<file path="src/rtl/arb_pkg.sv">
// State encoding and default timing constants shared by the requester and the arbiter bench.
package arb_pkg;

  localparam logic [1:0] ST_IDLE = 2'd0;
  localparam logic [1:0] ST_REQ  = 2'd1;
  localparam logic [1:0] ST_XFER = 2'd2;
  localparam logic [1:0] ST_REL  = 2'd3;

  localparam int TIMEOUT_DEF  = 16;
  localparam int IDLE_GAP_DEF = 1;

  typedef enum logic [1:0] {
    S_IDLE = ST_IDLE,
    S_REQ  = ST_REQ,
    S_XFER = ST_XFER,
    S_REL  = ST_REL
  } state_e;

endpackage

</file>
<file path="src/rtl/arb_requester.sv">
// Client side of the arbiter req/grant handshake: start->req 1 cycle, grant->beat 1 cycle, last beat->done 1 cycle.
// Grant acts as backpressure: beats stall (req held) while grant is low in XFER; start is dropped outside IDLE.
module arb_requester
  import arb_pkg::*;
#(
  parameter int LEN_W    = 4,
  parameter int TIMEOUT  = TIMEOUT_DEF,
  parameter int IDLE_GAP = IDLE_GAP_DEF
) (
  input  logic             clk,
  input  logic             rest,
  input  logic             start,
  input  logic [LEN_W-1:0] burst_len,
  input  logic             grant,
  output logic             req,
  output logic             busy,
  output logic             xfer_en,
  output logic             done,
  output logic             timeout_err
);

  localparam logic [7:0]       WAIT_LAST = 8'(TIMEOUT - 1);
  localparam logic [3:0]       GAP_LAST  = 4'(IDLE_GAP - 1);
  localparam logic [LEN_W-1:0] BEAT_ONE  = LEN_W'(1);

  state_e           state_q, state_d;
  logic [7:0]       wait_cnt_q, wait_cnt_d;
  logic [LEN_W-1:0] beat_cnt_q, beat_cnt_d;
  logic [3:0]       gap_cnt_q, gap_cnt_d;
  logic             req_q, req_d;
  logic             busy_q, busy_d;
  logic             done_q, done_d;
  logic             tmo_q, tmo_d;

  // Combinational so the beat lines up with the arbiter's registered grant.
  assign xfer_en     = (state_q == S_XFER) && grant;
  assign req         = req_q;
  assign busy        = busy_q;
  assign done        = done_q;
  assign timeout_err = tmo_q;

  always_comb begin
    state_d    = state_q;
    wait_cnt_d = wait_cnt_q;
    beat_cnt_d = beat_cnt_q;
    gap_cnt_d  = gap_cnt_q;
    done_d     = 1'b0;
    tmo_d      = 1'b0;
    unique case (state_q)
      S_IDLE: begin
        if (start && (burst_len != '0)) begin
          beat_cnt_d = burst_len;
          wait_cnt_d = '0;
          state_d    = S_REQ;
        end
      end
      S_REQ: begin
        if (grant) begin
          state_d = S_XFER;
        end else begin
          if (wait_cnt_q != 8'hFF) wait_cnt_d = wait_cnt_q + 8'd1;
          if (wait_cnt_q == WAIT_LAST) begin
            state_d   = S_REL;
            gap_cnt_d = '0;
            tmo_d     = 1'b1;
          end
        end
      end
      S_XFER: begin
        if (grant) begin
          beat_cnt_d = beat_cnt_q - BEAT_ONE;
          if (beat_cnt_q == BEAT_ONE) begin
            state_d   = S_REL;
            gap_cnt_d = '0;
            done_d    = 1'b1;
          end
        end
      end
      S_REL: begin
        if (gap_cnt_q == GAP_LAST) state_d = S_IDLE;
        else                       gap_cnt_d = gap_cnt_q + 4'd1;
      end
      default: state_d = S_IDLE;
    endcase
    req_d  = (state_d == S_REQ) || (state_d == S_XFER);
    busy_d = (state_d != S_IDLE);
  end

  always_ff @(posedge clk or posedge rest) begin
    if (rest) begin
      state_q    <= S_IDLE;
      wait_cnt_q <= '0;
      beat_cnt_q <= '0;
      gap_cnt_q  <= '0;
      req_q      <= 1'b0;
      busy_q     <= 1'b0;
      done_q     <= 1'b0;
      tmo_q      <= 1'b0;
    end else begin
      state_q    <= state_d;
      wait_cnt_q <= wait_cnt_d;
      beat_cnt_q <= beat_cnt_d;
      gap_cnt_q  <= gap_cnt_d;
      req_q      <= req_d;
      busy_q     <= busy_d;
      done_q     <= done_d;
      tmo_q      <= tmo_d;
    end
  end

endmodule

</file>
<file path="config.mk">
export PLATFORM = sky130hd
export DESIGN_NAME = arb_requester
export DESIGN_NICKNAME = d
export VERILOG_FILES = /design/src/rtl/arb_pkg.sv /design/src/rtl/arb_requester.sv
export SDC_FILE = /design/constraint.sdc
export NUM_CORES = 1
export LEC_CHECK = 0
export BUFFER_PORTS_ARGS = -buffer_cell sky130_fd_sc_hd__buf_2
export CAP_MARGIN = 0
export CORE_UTILIZATION = 28
export CTS_CLUSTER_SIZE = 10
export DETAILED_ROUTE_END_ITERATION = 16
export GPL_TIMING_DRIVEN = 0
export SETUP_SLACK_MARGIN = 0.3
export SYNTH_ARGS = -nofsm -noshare
export SYNTH_HDL_FRONTEND = slang
export SYNTH_SLANG_ARGS = --single-unit
</file>
<file path="constraint.sdc">
create_clock -name clk -period 2.9 [get_ports clk]
set_clock_uncertainty 0.1 [all_clocks]
set_input_delay 0.29 -clock clk [delete_from_list [all_inputs] [get_ports clk]]
set_output_delay 0.29 -clock clk [all_outputs]
set_load 0.03 [all_outputs]
</file>
==> results.cfg <==
[die]
core_um2 = 4350
fp.dieH_um = 69.3
die_area_um2 = 4800
io_pins = 13
num_rows = 24
initial_core_util = 0.291
fp.dieW_um = 69.3

[global_route]
grt_overflow = 0
grtUsageTotal = 0.127
grt_pass1_vias = 1029
grt_antenna_before_repair = 0
grt_pass1_wl_um = 4840
grt_start_max_net_pins = 23

[detailed_routing]
drt.antenna.violating_nets = 0
routed_wirelength_um = 2830
wl_met1_um = 1230
vias_per_cell = 5.26
drt_iter0_drc = 25
drtPass1Iterations = 4
route.vias.total = 1015
drc_errors = 0
met2WireLength_um = 1450
wl_per_cell_um = 14.7
top_layer = met4
route.met3.wl_um = 97

[timing]
fin_crit_ns = 2.05
finalHoldViolations = 0
setup_ws_ns = 0.853
min_period_over_period = 0.706
max_freq_ghz = 0.489
finalMaxSlewViolations = 0
grt_setup_unrepaired = false
worst_slew_pin_slew_ns = 0.863
tns_ns = 0
max_slew_margin = 0.424
setup_viol_count_final = 0

[worst_setup_path]
cp_common_cell = ha_1
worstPathMaxFanout = 4
start_kind = flip-flop
cpPeakStageDelay_ns = 0.50
end_kind = flip-flop
reg2reg_from = gap_cnt_q[0]
crit_type = flip-flop to flip-flop
arrival_ns = 2.10
critPathLaunch = gap_cnt_q[0]
cpLargestDelayFamily = simple AND/OR/NAND/NOR gates
crit_slowest_cell = or3b_2
crit_chain = inv_1 -> ha_1 -> or3b_2 -> nor2b_1 -> nor3_2 -> ha_1
path_buf_inv = 1
worstPathRequired_ns = 2.95

[placement]
port-buffer-count = 12
pre_cts_slack_ns = 0.885
dp_hpwl_um = 2110
place_area_um2 = 1390
gp_congestion = 0.862

[clock_network]
hold_buffers = 0
cts_tree = built
htreeDepth = 1
cts.sinks = 22
cts_resized = 0
post_cts_buffers = 0
cts.clk_slew.worst_paths_ns = 0.09
clock_latency_ns = 0.27
numCtsBuffers = 3
cts_root_buf = clkbuf_8
clk_path_buf_depth = 2

[synthesis]
syn_area_um2 = 1270
ys_types = 42
ys_seq_area_frac = 0.434
synth_seq_cells = 22
async_flop_share = 1.00
avgSynthCellArea_um2 = 10.1
syn_inst = 125
synth_flop_cell = dfrtp_1
synth_edf_count = 0
yosysWarnings = 0
synth_nets = 139

[outcome]
status = completed

[layout]
final_common_cell = dfrtp_1
nets = 156
insertedDiodeCount = 0
n_fill_cell = 447
layout_common_cells = dfrtp_1 (22), buf_2 (12), inv_1 (10)
drive_gt1_frac = 0.199
fin_area_um2 = 1450
fin_util = 0.332
syn_to_final_growth_pct = 14.2

[power]
power_density_nw_per_um2 = 892
leakagePower_nw = 0.638
peakVddDrop_mv = 0.282
fin_total_pwr_w = 0.00129

[min_path]
min_path_type = primary input to asynchronous set/reset pin

[job]
cap_viol_max_count = 0
## per-stage QoR
step / instances / hold WS (ns)
floorplan: 125 / 0.179
global placement: 189 / 0.387
detailed placement: 189 / 0.411
CTS: 193 / 0.120
global route: 193 / 0.175
finish: 193 / 0.0869
## cells by family (layout without fill, tap and decap cells)
logic type      count (synthesis)  count (layout)  synth area share
simple gates                   46              46             0.237
flops                          22              22             0.434
fa+ha+maj                       6               6            0.0592
xor+xnor                        1               1           0.00691
compound gates                 36              36             0.208
mux                             2               2            0.0158
buf+inv                        12              28            0.0385
## Yosys cell counts, types with 3 or more instances
cell type   n  share of area
nor2_1      6          0.018
nor2b_1     4          0.020
a21oi_1     9          0.036
nand2b_1    3          0.015
nand3_1     3          0.012
ha_1        6          0.059
o21ai_0     9          0.036
dfrtp_1    22           0.43
and3_1      3          0.015
a31oi_1     3          0.015
nand2_1     7          0.021
inv_1      10          0.030
## registers in the layout, summed over array words and instances (netlist names)
register and count:
wait_cnt_q 8, gap_cnt_q 4, busy 1, timeout_err 1
req 1, done 1, beat_cnt_q 4, state_q 2
## final timing paths
kind	slack [ns]	endpoint	cells after the start
hold reg to reg	0.42	done	1
min in group clk	0.18	beat_cnt_q[0]	3
setup / recovery	0.85	req	6
max in group asynchronous	2.08	wait_cnt_q[3]	2
hold / removal	0.09	state_q[0]	2
setup reg to reg	0.85	req	6
## metal layers
layer	vias up	global-route usage
li1	492	-
met1	496	0.144
met2	23	0.227
met3	4	0.0262
met4	0	0.0612
met5	-	0
## report_power, final
group	switching [W]	total, W	internal (W)
registers	0.0000880	0.000492	0.000404
logic	0.000335	0.000572	0.000237
clock network	0.000105	0.000227	0.000121
total	0.000529	0.00129	0.000762
## area by class of cell
cell class                 instances  area (um2)  share of cell area
inverter                          10        37.5              0.0259
tap                               52        65.1              0.0449
sequential                        22         551               0.380
clock buffer                       4        55.1              0.0380
multi-input combinational         91         668               0.462
timing repair buffer              12        60.1              0.0415
buffer                             2        11.3             0.00778
## worst register-to-register path, stage by stage, from the launching register on
cell and delay [ns]:
dfrtp_1 0.42, inv_1 0.11, ha_1 0.17, or3b_2 0.50, nor2b_1 0.20, nor3_2 0.17, ha_1 0.26
Note: power is estimated with default switching activity, not from simulation.
